**config.mk**
```make
export PLATFORM = sky130hd
export DESIGN_NAME = mem_splice_unit_flat
export DESIGN_NICKNAME = d
export VERILOG_FILES = /design/src/rtl/mem_splice_unit_if.sv /design/src/rtl/mem_splice_unit.sv /design/src/flat_wrapper.sv
export SDC_FILE = /design/constraint.sdc
export NUM_CORES = 1
export LEC_CHECK = 0
export BUFFER_PORTS_ARGS = -buffer_cell sky130_fd_sc_hd__buf_2
export CELL_PAD_IN_SITES_DETAIL_PLACEMENT = 1
export CELL_PAD_IN_SITES_GLOBAL_PLACEMENT = 1
export CORE_ASPECT_RATIO = 0.7
export CORE_UTILIZATION = 39
export CTS_CLUSTER_DIAMETER = 30
export DETAILED_ROUTE_END_ITERATION = 6
export PLACE_DENSITY_LB_ADDON = 0.1
export SYNTH_ARGS = -nofsm -noshare
export SYNTH_HDL_FRONTEND = slang
export SYNTH_SLANG_ARGS = --single-unit
```
**constraint.sdc**
```tcl
create_clock -name clk -period 2.9 [get_ports clk]
set_clock_uncertainty 0.2 [all_clocks]
set_input_delay 0 -clock clk [delete_from_list [all_inputs] [get_ports clk]]
set_output_delay 0 -clock clk [all_outputs]
set_load 0.02 [all_outputs]
```
**src/rtl/mem_splice_unit_if.sv**
```systemverilog
// Request/response and data-memory bus of the load/store splice stage.
// slave  : the splice unit (consumes req_*, mem_rdata; drives req_ready, resp_*, mem_*)
// master : the upstream requester plus the data memory model
interface mem_splice_unit_if #(
   parameter int unsigned ADDR_W = 64,
   parameter int unsigned DATA_W = 64
);
   logic              req_valid;
   logic              req_ready;
   logic              req_write;
   logic [1:0]        req_size;
   logic              req_unsigned;
   logic [ADDR_W-1:0] req_addr;
   logic [DATA_W-1:0] req_wdata;
   logic              resp_valid;
   logic [DATA_W-1:0] resp_rdata;
   logic              resp_misaligned;
   logic [ADDR_W-1:0] mem_addr;
   logic              mem_wr;
   logic [DATA_W-1:0] mem_wdata;
   logic [DATA_W-1:0] mem_rdata;

   modport slave (
      input  req_valid, req_write, req_size, req_unsigned, req_addr, req_wdata, mem_rdata,
      output req_ready, resp_valid, resp_rdata, resp_misaligned, mem_addr, mem_wr, mem_wdata
   );

   modport master (
      output req_valid, req_write, req_size, req_unsigned, req_addr, req_wdata, mem_rdata,
      input  req_ready, resp_valid, resp_rdata, resp_misaligned, mem_addr, mem_wr, mem_wdata
   );
endinterface

```
**src/rtl/mem_splice_unit.sv**
```systemverilog
// Data-memory access stage: one load/store at a time against a 64-bit
// doubleword memory. Loads extract and extend the addressed lane(s);
// sub-doubleword stores do a read-modify-write of the doubleword.
// Ports:
//   clk   : rising-edge clock
//   reset : synchronous, active-low reset
//   bus   : mem_splice_unit_if.slave (request, response and memory signals)
// Optional build macro MEM_SPLICE_LINE_REUSE_EN adds a one-entry line buffer
// holding the last doubleword read or written, letting hits skip READ.
module mem_splice_unit #(
   parameter int unsigned ADDR_W  = 64,
   parameter int unsigned DATA_W  = 64,
   parameter int unsigned MEM_LAT = 1
) (
   input logic              clk,
   input logic              reset,
   mem_splice_unit_if.slave bus
);
   localparam int unsigned CNT_W = 3;
   localparam int unsigned OFF_W = 3;
   localparam logic [1:0]  SZ_D  = 2'b00;
   localparam logic [1:0]  SZ_W  = 2'b01;
   localparam logic [1:0]  SZ_H  = 2'b10;
   localparam logic [1:0]  SZ_B  = 2'b11;

   typedef enum logic [1:0] {S_IDLE, S_READ, S_WRITE, S_RESP} state_t;

   // Low-order ones covering the access size.
   function automatic logic [DATA_W-1:0] f_size_mask(input logic [1:0] sz);
      case (sz)
         SZ_W:    f_size_mask = DATA_W'(32'hFFFF_FFFF);
         SZ_H:    f_size_mask = DATA_W'(16'hFFFF);
         SZ_B:    f_size_mask = DATA_W'(8'hFF);
         default: f_size_mask = '1;
      endcase
   endfunction

   // Shift the addressed lanes down to bit 0 and sign/zero-extend.
   function automatic logic [DATA_W-1:0] f_extract(input logic [DATA_W-1:0] dw,
                                                    input logic [OFF_W-1:0]  off,
                                                    input logic [1:0]        sz,
                                                    input logic              uns);
      logic [DATA_W-1:0] sh;
      sh = dw >> {off, 3'b000};
      case (sz)
         SZ_W:    f_extract = uns ? {{(DATA_W-32){1'b0}}, sh[31:0]} : {{(DATA_W-32){sh[31]}}, sh[31:0]};
         SZ_H:    f_extract = uns ? {{(DATA_W-16){1'b0}}, sh[15:0]} : {{(DATA_W-16){sh[15]}}, sh[15:0]};
         SZ_B:    f_extract = uns ? {{(DATA_W-8){1'b0}},  sh[7:0]}  : {{(DATA_W-8){sh[7]}},   sh[7:0]};
         default: f_extract = sh;
      endcase
   endfunction

   // Replace the addressed lanes of dw with the low bytes of wd.
   function automatic logic [DATA_W-1:0] f_merge(input logic [DATA_W-1:0] dw,
                                                  input logic [DATA_W-1:0] wd,
                                                  input logic [OFF_W-1:0]  off,
                                                  input logic [1:0]        sz);
      logic [DATA_W-1:0] mask;
      mask    = f_size_mask(sz) << {off, 3'b000};
      f_merge = (dw & ~mask) | ((wd << {off, 3'b000}) & mask);
   endfunction

   function automatic logic f_misaligned(input logic [OFF_W-1:0] off, input logic [1:0] sz);
      case (sz)
         SZ_D:    f_misaligned = |off;
         SZ_W:    f_misaligned = |off[1:0];
         SZ_H:    f_misaligned = off[0];
         default: f_misaligned = 1'b0;
      endcase
   endfunction

   state_t            r_state, w_state_nxt;
   logic [CNT_W-1:0]  r_cnt, w_cnt_nxt;
   logic              r_write, r_unsigned;
   logic [1:0]        r_size;
   logic [OFF_W-1:0]  r_off;
   logic [DATA_W-1:0] r_wdata;
   logic              r_ready, w_ready_nxt;
   logic              r_resp_valid, w_resp_valid_nxt;
   logic              r_resp_mis, w_resp_mis_nxt;
   logic [DATA_W-1:0] r_resp_rdata, w_resp_rdata_nxt;
   logic              r_mem_wr, w_mem_wr_nxt;
   logic [ADDR_W-1:0] r_mem_addr, w_mem_addr_nxt;
   logic [DATA_W-1:0] r_mem_wdata, w_mem_wdata_nxt;

   logic              w_accept;
   logic [OFF_W-1:0]  w_off;
   logic [ADDR_W-1:0] w_line_addr;
   logic              w_hit;
   logic [DATA_W-1:0] w_buf_data;

   assign w_accept    = bus.req_valid && r_ready;
   assign w_off       = bus.req_addr[OFF_W-1:0];
   assign w_line_addr = {bus.req_addr[ADDR_W-1:OFF_W], {OFF_W{1'b0}}};

`ifdef MEM_SPLICE_LINE_REUSE_EN
   logic              r_buf_vld;
   logic [ADDR_W-1:0] r_buf_addr;
   logic [DATA_W-1:0] r_buf_data;

   assign w_hit      = r_buf_vld && (r_buf_addr == w_line_addr);
   assign w_buf_data = r_buf_data;

   // Line buffer tracks every read capture and every write.
   always_ff @(posedge clk) begin
      if (!reset) begin
         r_buf_vld  <= 1'b0;
         r_buf_addr <= '0;
         r_buf_data <= '0;
      end else if (r_state == S_READ && r_cnt == '0) begin
         r_buf_vld  <= 1'b1;
         r_buf_addr <= r_mem_addr;
         r_buf_data <= bus.mem_rdata;
      end else if (r_state == S_WRITE) begin
         r_buf_vld  <= 1'b1;
         r_buf_addr <= r_mem_addr;
         r_buf_data <= r_mem_wdata;
      end
   end
`else
   assign w_hit      = 1'b0;
   assign w_buf_data = '0;
`endif

   // Next state plus next values of every registered output.
   always_comb begin
      w_state_nxt      = r_state;
      w_cnt_nxt        = r_cnt;
      w_resp_valid_nxt = 1'b0;
      w_resp_mis_nxt   = 1'b0;
      w_resp_rdata_nxt = '0;
      w_mem_wr_nxt     = 1'b0;
      w_mem_addr_nxt   = r_mem_addr;
      w_mem_wdata_nxt  = r_mem_wdata;
      case (r_state)
         S_IDLE: begin
            if (w_accept) begin
               if (f_misaligned(w_off, bus.req_size)) begin
                  w_state_nxt      = S_RESP;
                  w_resp_valid_nxt = 1'b1;
                  w_resp_mis_nxt   = 1'b1;
               end else if (!bus.req_write && w_hit) begin
                  w_state_nxt      = S_RESP;
                  w_resp_valid_nxt = 1'b1;
                  w_resp_rdata_nxt = f_extract(w_buf_data, w_off, bus.req_size, bus.req_unsigned);
               end else if (bus.req_write && (bus.req_size == SZ_D || w_hit)) begin
                  w_state_nxt     = S_WRITE;
                  w_mem_wr_nxt    = 1'b1;
                  w_mem_addr_nxt  = w_line_addr;
                  w_mem_wdata_nxt = (bus.req_size == SZ_D) ? bus.req_wdata :
                                    f_merge(w_buf_data, bus.req_wdata, w_off, bus.req_size);
               end else begin
                  w_state_nxt    = S_READ;
                  w_cnt_nxt      = CNT_W'(MEM_LAT);
                  w_mem_addr_nxt = w_line_addr;
               end
            end
         end
         S_READ: begin
            // Read data is valid in the last READ cycle, when the counter hits zero.
            if (r_cnt == '0) begin
               if (r_write) begin
                  w_state_nxt     = S_WRITE;
                  w_mem_wr_nxt    = 1'b1;
                  w_mem_wdata_nxt = f_merge(bus.mem_rdata, r_wdata, r_off, r_size);
               end else begin
                  w_state_nxt      = S_RESP;
                  w_resp_valid_nxt = 1'b1;
                  w_resp_rdata_nxt = f_extract(bus.mem_rdata, r_off, r_size, r_unsigned);
               end
            end else begin
               w_cnt_nxt = r_cnt - CNT_W'(1);
            end
         end
         S_WRITE: begin
            w_state_nxt      = S_RESP;
            w_resp_valid_nxt = 1'b1;
         end
         default: begin
            w_state_nxt = S_IDLE;
         end
      endcase
      w_ready_nxt = (w_state_nxt == S_IDLE);
   end

   always_ff @(posedge clk) begin
      if (!reset) begin
         r_state      <= S_IDLE;
         r_cnt        <= '0;
         r_write      <= 1'b0;
         r_unsigned   <= 1'b0;
         r_size       <= '0;
         r_off        <= '0;
         r_wdata      <= '0;
         r_ready      <= 1'b0;
         r_resp_valid <= 1'b0;
         r_resp_mis   <= 1'b0;
         r_resp_rdata <= '0;
         r_mem_wr     <= 1'b0;
         r_mem_addr   <= '0;
         r_mem_wdata  <= '0;
      end else begin
         r_state      <= w_state_nxt;
         r_cnt        <= w_cnt_nxt;
         r_ready      <= w_ready_nxt;
         r_resp_valid <= w_resp_valid_nxt;
         r_resp_mis   <= w_resp_mis_nxt;
         r_resp_rdata <= w_resp_rdata_nxt;
         r_mem_wr     <= w_mem_wr_nxt;
         r_mem_addr   <= w_mem_addr_nxt;
         r_mem_wdata  <= w_mem_wdata_nxt;
         if (w_accept) begin
            r_write    <= bus.req_write;
            r_unsigned <= bus.req_unsigned;
            r_size     <= bus.req_size;
            r_off      <= w_off;
            r_wdata    <= bus.req_wdata;
         end
      end
   end

   assign bus.req_ready       = r_ready;
   assign bus.resp_valid      = r_resp_valid;
   assign bus.resp_misaligned = r_resp_mis;
   assign bus.resp_rdata      = r_resp_rdata;
   assign bus.mem_wr          = r_mem_wr;
   assign bus.mem_addr        = r_mem_addr;
   assign bus.mem_wdata       = r_mem_wdata;
endmodule

```
**src/flat_wrapper.sv**
```systemverilog
// flat-port wrapper written by rule: the top's interface ports become plain ports
module mem_splice_unit_flat 
#(
   parameter int unsigned ADDR_W  = 64,
   parameter int unsigned DATA_W  = 64,
   parameter int unsigned MEM_LAT = 1
)
  (clk, reset, bus_req_valid, bus_req_write, bus_req_size, bus_req_unsigned, bus_req_addr, bus_req_wdata, bus_mem_rdata, bus_req_ready, bus_resp_valid, bus_resp_rdata, bus_resp_misaligned, bus_mem_addr, bus_mem_wr, bus_mem_wdata);
  mem_splice_unit_if #(.ADDR_W(ADDR_W), .DATA_W(DATA_W)) bus_i ();
  input logic clk;
  input logic reset;
  input wire logic [$bits(bus_i.req_valid)-1:0] bus_req_valid;
  input wire logic [$bits(bus_i.req_write)-1:0] bus_req_write;
  input wire logic [$bits(bus_i.req_size)-1:0] bus_req_size;
  input wire logic [$bits(bus_i.req_unsigned)-1:0] bus_req_unsigned;
  input wire logic [$bits(bus_i.req_addr)-1:0] bus_req_addr;
  input wire logic [$bits(bus_i.req_wdata)-1:0] bus_req_wdata;
  input wire logic [$bits(bus_i.mem_rdata)-1:0] bus_mem_rdata;
  output wire logic [$bits(bus_i.req_ready)-1:0] bus_req_ready;
  output wire logic [$bits(bus_i.resp_valid)-1:0] bus_resp_valid;
  output wire logic [$bits(bus_i.resp_rdata)-1:0] bus_resp_rdata;
  output wire logic [$bits(bus_i.resp_misaligned)-1:0] bus_resp_misaligned;
  output wire logic [$bits(bus_i.mem_addr)-1:0] bus_mem_addr;
  output wire logic [$bits(bus_i.mem_wr)-1:0] bus_mem_wr;
  output wire logic [$bits(bus_i.mem_wdata)-1:0] bus_mem_wdata;
  assign bus_i.req_valid = bus_req_valid;
  assign bus_i.req_write = bus_req_write;
  assign bus_i.req_size = bus_req_size;
  assign bus_i.req_unsigned = bus_req_unsigned;
  assign bus_i.req_addr = bus_req_addr;
  assign bus_i.req_wdata = bus_req_wdata;
  assign bus_i.mem_rdata = bus_mem_rdata;
  assign bus_req_ready = bus_i.req_ready;
  assign bus_resp_valid = bus_i.resp_valid;
  assign bus_resp_rdata = bus_i.resp_rdata;
  assign bus_resp_misaligned = bus_i.resp_misaligned;
  assign bus_mem_addr = bus_i.mem_addr;
  assign bus_mem_wr = bus_i.mem_wr;
  assign bus_mem_wdata = bus_i.mem_wdata;
  mem_splice_unit #(.ADDR_W(ADDR_W), .DATA_W(DATA_W), .MEM_LAT(MEM_LAT)) u_core (.clk(clk), .reset(reset), .bus(bus_i));
endmodule
```
[After elaboration in Yosys (flattened, before gate mapping)]
Cells that the tools add are included.
Storage, ports and cells
  bits in read-only memories: 0
  bits in registers: 269
  input bits: 199
  output and inout bits: 196
  memory bits (writable): 0
  bits in latches: 0
  word-level logic and storage cells: 103
  memories kept: 0
Cells by class
  order comparisons: 0
  muxes and demuxes: 45
  $add $sub $neg: 1
  multipliers: 0
  reductions and logical operators: 14
  equality and inequality tests: 15
  bitwise gates (word level): 9
  divide/modulo/power cells: 0
  shift operators: 5
Operators with widths (number)
  64-bit 2-to-1 mux: 16
  64-bit case mux with 3 select lines: 3
  64-bit by 6-bit left shift with 64-bit output: 4
  64-bit bitwise AND: 3
  64-bit case mux with 2 select lines: 1
  64-bit inverter: 1
  64-bit OR: 1
  64-bit by 6-bit right shift with 64-bit output: 1
  1-bit 2-to-1 mux: 12
  3-bit 2-to-1 mux: 4
  2-bit equality test, second input constant: 5
  2-bit 2-to-1 mux: 4
  2-bit by 1-bit != test with 1-bit output, second input constant: 4
  2-bit by 1-bit equality test with 1-bit output, second input constant: 3
  2-bit logical NOT: 3
  2-bit != test, second input constant: 3
  1-bit case mux with 3 select lines: 2
  2-bit case mux with 3 select lines: 1
  3-bit case mux with 2 select lines: 1
  6-bit AND reduction: 1
  5-bit AND reduction: 1
  1-bit inverter: 4
  4-bit OR reduction: 1
  3-bit logical NOT: 1
  other kinds (8): 9

[Logic depth before layout (Yosys ltp)]
  depth after elaboration: 14
  gate-level depth with buffers: 12
  gate-level depth less buffers: 10

[Least setup slack after synthesis]
No wires, ideal clock.
  path type: register -> register
  start point: register u_core.r_cnt[0]
  end point: register u_core.r_mem_wdata[22], in the netlist u_core.bus.mem_wdata[22]
  stages on the path, launching flop included: 13
  clock period less this slack: 2.488 ns
  path buffers: 3
  data arrival time: 2.171 ns
  setup time: 0.117 ns
  data required time: 2.583 ns
  path slack: 0.412 ns
  path through: dfxtp_1 -> inv_1 -> ha_1 -> ha_1 -> nor2b_1 -> and3_1 -> clkbuf_1 -> or2_1 -> buf_2 -> nand2_2 -> inv_2 -> buf_2 -> a32o_1
Between the ends
  longest elaborated chain between the ends: 3
RTL lines
  start: declaration: RTL line mem_splice_unit.sv:73  | logic [CNT_W-1:0] r_cnt, w_cnt_nxt;
  start signal: assignment: RTL line mem_splice_unit.sv:204  | r_cnt <= w_cnt_nxt;
  3-bit logical NOT: RTL line mem_splice_unit.sv:161  | if (r_cnt == '0) begin
  2-bit by 1-bit != test with 1-bit output (no source line)
  6-bit AND reduction (no source line)
  end signal: assignment: RTL line mem_splice_unit.sv:211  | r_mem_wdata <= w_mem_wdata_nxt;
  end: declaration: RTL line mem_splice_unit.sv:84  | logic [DATA_W-1:0] r_mem_wdata, w_mem_wdata_nxt;
No other way between the ends.
A chain may end at the register's enable or synchronous reset.

[Worst setup path after layout]
  start point: register u_core.r_cnt[0]
  end point: register u_core.r_mem_wdata[11], in the netlist u_core.bus.mem_wdata[11]
Same word-level chain as after synthesis.

==> flow_summary.ini <==
[place]
place.gp.congestion = 0.991
dpl.hpwl_mm = 58.2
post_dp_cell_area_sq_um = 17800
io_buffer_count = 391
preCtsSetupSlack_ns = 0.295

[grt]
grt_pass1_vias = 19700
met1_usage_pct = 55.9
antenna_found_initial = 10
grt_pass1_wl_mm = 131
grt_usage_pct = 44.2
grt-busiest-layer = met2
grt_util_met2_pct = 69.6
grt_max_degree = 86
overflow = 0
met3_usage_pct = 12.7

[clock_network]
path_clk_slew_ns = 0.06
cts_max_level = 2
cts_buffers = 52
clkSinkCount = 269
max-clock-path-buffers = 3
cts_tree = done
clk_latency_ns = 0.59
cts-root-buf = clkbuf_16

[sta]
fin_tns_setup_ns = -0.0768
timing.fmax_mhz = 336
period_share_pct = 103
fin_crit_ns = 2.98
slew_headroom_pct = -0.859
drv_slew = 17
final.setup.worst_slack_ns = -0.0768
setup_viol = 1
whs_ns = 0.0405
hold_viol = 0
worstMarginPinSlew_ns = 1.51

[synth]
synthDistinctLibCells = 72
synth_edf_count = 0
muxShareOfSynthArea_pct = 11.4
async_reset_ff_share_pct = 0
synth_top_family_by_area = compound AO/OA/AOI/OAI gates
syn-mean-instance-area_sq_um = 8.03
ys_seq_elements = 269
synth_compound_area_share_pct = 29.2
synth_xor_xnor_area_share_pct = 0
synthFlopType = dfxtp_1
syn_area_sq_um = 15300
yosys_warnings = 0
synthCells = 1904
synth-adder-area-share_pct = 0.229
synthSimpleGateAreaFrac_pct = 18.2
synth-seq-area-share_pct = 35.2

[critical_path]
r2r_slack_ns = -0.08
rr_worst_depth = 9
worst_r2r_startpoint = u_core.r_cnt[0]
end_kind = flip-flop
crit_fanout = 43
cp-start-kind = flip-flop
required_ns = 3.15
r2r-end = u_core.bus.mem_wdata[11]
arrival_ns = 3.22
critPathKind = flip-flop to flip-flop

[layout]
syn2layout_area_growth_pct = 48.7
postLayoutCoreUtil_pct = 59.0
final_common_cell = nand2_1
fin_area_sq_um = 22700
nNetsFinal = 2744
mostFrequentLayoutCells = nand2_1 (403), buf_2 (389), dlygate4sd3_1 (278)
drive_gt1_share_pct = 25.8

[floorplan]
die_area_sq_um = 40000
placeableCoreArea_sq_um = 38500
initial_core_util_pct = 39.7
num_rows = 60
die_w_microns = 239
fp.dieH_microns = 168
io_pins = 395

[power_and_ir_drop]
p_int_w = 0.00965
sw_frac_of_total_pct = 36.6
seq_power_share_pct = 27.9
ir_drop_v = 0.000521
power_density_nw_per_um2 = 670
p_sw_w = 0.00558
p_clk_share_pct = 43.3
p_comb_share_pct = 28.8
total_leakage_power_nw = 9.41

[drt]
firstDrtPassIters = 7
wirelength_mm = 95.7
drc_errors = 34
vias = 19500
via_per_inst = 6.26
drt_iter0_drc = 2374
drt-wirelength-per-cell_microns = 30.7
ant_nets = 0

[min_path]
worstHoldPathCells = 5
min_path_type = input pin to flip-flop
hp-start = bus_req_addr[0]
worstHoldEndpoint = u_core.bus.mem_wdata[44]

[outcome]
violations = DRC, capacitance limit, slew limit, setup timing
outcome = complete, but fails checks

[run]
timing.max_cap.violations = 1
flip-flops by register name (all words and copies together), names as in the netlist:
signal / cells
u_core.bus.mem_wdata: 64
u_core.bus.resp_rdata: 64
u_core.r_wdata: 64
u_core.bus.mem_addr: 61
u_core.r_cnt: 3
u_core.r_off: 3
u_core.r_size: 2
u_core.r_state: 2
u_core.bus.mem_wr: 1
u_core.bus.req_ready: 1
u_core.bus.resp_misaligned: 1
u_core.bus.resp_valid: 1
u_core.r_unsigned: 1
u_core.r_write: 1
cell families after synthesis:
logic type,after synthesis
adder cells (fa/ha/maj),3
other,1
flip-flops,269
multiplexers,167
buffers and inverters,194
AO/OA/AOI/OAI,627
AND/OR/NAND/NOR,643
synthesized netlist by cell type (17+ instances only):
cell type  number  area share [%]
a211oi_1       67             3.3
a21boi_0      140             6.9
a21oi_1       109             3.6
a21oi_2        27             1.5
a221oi_1       20             1.1
a22o_1         22             1.3
a32oi_1        17            0.97
and2_1         23            0.94
buf_1          19            0.47
buf_2          38             1.2
clkbuf_1      103             2.5
dfxtp_1       269              35
mux2_2         24             1.8
mux2i_1       140             9.2
nand2_1       404             9.9
nand3_1        22            0.72
nor2_1         96             2.4
nor2b_1        29             1.2
nor3_1         19            0.62
o211ai_1       26             1.3
o21ai_0        78             2.6
per-stage QoR:
stage               instances  total power [W]
finish                   3121           0.0152
global route             3120           0.0156
CTS                      3102           0.0146
detailed placement       2727          0.00797
global placement         2727          0.00791
floorplan                1906          0.00641
timing repair:
action                     in CTS  in global routing
hold endpoints to repair      265                  1
setup buffers                   0                  4
setup endpoints to repair       0                 62
hold buffers                  278                  1
gates resized for setup         0                 57
cell type report:
| type | count | area (sq um) |
|---|---|---|
| Inverter | 15 | 58.8 |
| Fill cell | 4560 | 15800 |
| Antenna cell | 8 | 20.0 |
| Clock buffer | 61 | 1400 |
| Tap cell | 527 | 659 |
| Clock inverter | 36 | 462 |
| Sequential cell | 269 | 5390 |
| Timing Repair Buffer | 762 | 5660 |
| Multi-Input combinational cell | 1443 | 9070 |
worst max-delay path, cell delays in order (launching register included):
cell,delay [ns]
dfxtp_1,0.33
inv_1,0.09
ha_1,0.16
ha_1,0.24
nor2b_1,0.21
and3_1,0.40
or2_1,0.25
buf_6,0.33
nand3_1,0.17
a21boi_0,0.42
power by group through the flow:
stage	clock (W)	combinational, W	sequential [W]
floorplan	0	0.00206	0.00434
global placement	0	0.00365	0.00426
detailed placement	0	0.00370	0.00427
CTS	0.00640	0.00403	0.00420
global route	0.00675	0.00456	0.00425
finish	0.00659	0.00439	0.00425
metal layers:
layer,up-vias,share of wire [%],wire length [microns]
li1,8135,-,-
met1,9486,39,37000
met2,1471,43,41400
met3,447,12,11400
met4,4,6.2,5890
met5,-,0.024,23
how the worst max path moves through the flow:
stage                                     endpoint  depth (start not counted)  slack, ns       startpoint
after floorplan           u_core.bus.mem_wdata[22]                         12       0.41  u_core.r_cnt[0]
after global placement    u_core.bus.mem_wdata[51]                          8       0.36  u_core.r_off[1]
after detailed placement   u_core.bus.mem_wdata[3]                          9       0.29  u_core.r_cnt[0]
after CTS                  u_core.bus.mem_addr[41]                         11       0.10  bus_req_addr[2]
after global routing      u_core.bus.mem_wdata[11]                          9      -0.09  u_core.r_cnt[0]
final                     u_core.bus.mem_wdata[11]                          9      -0.08  u_core.r_cnt[0]
(Power assumes the default switching activity.)
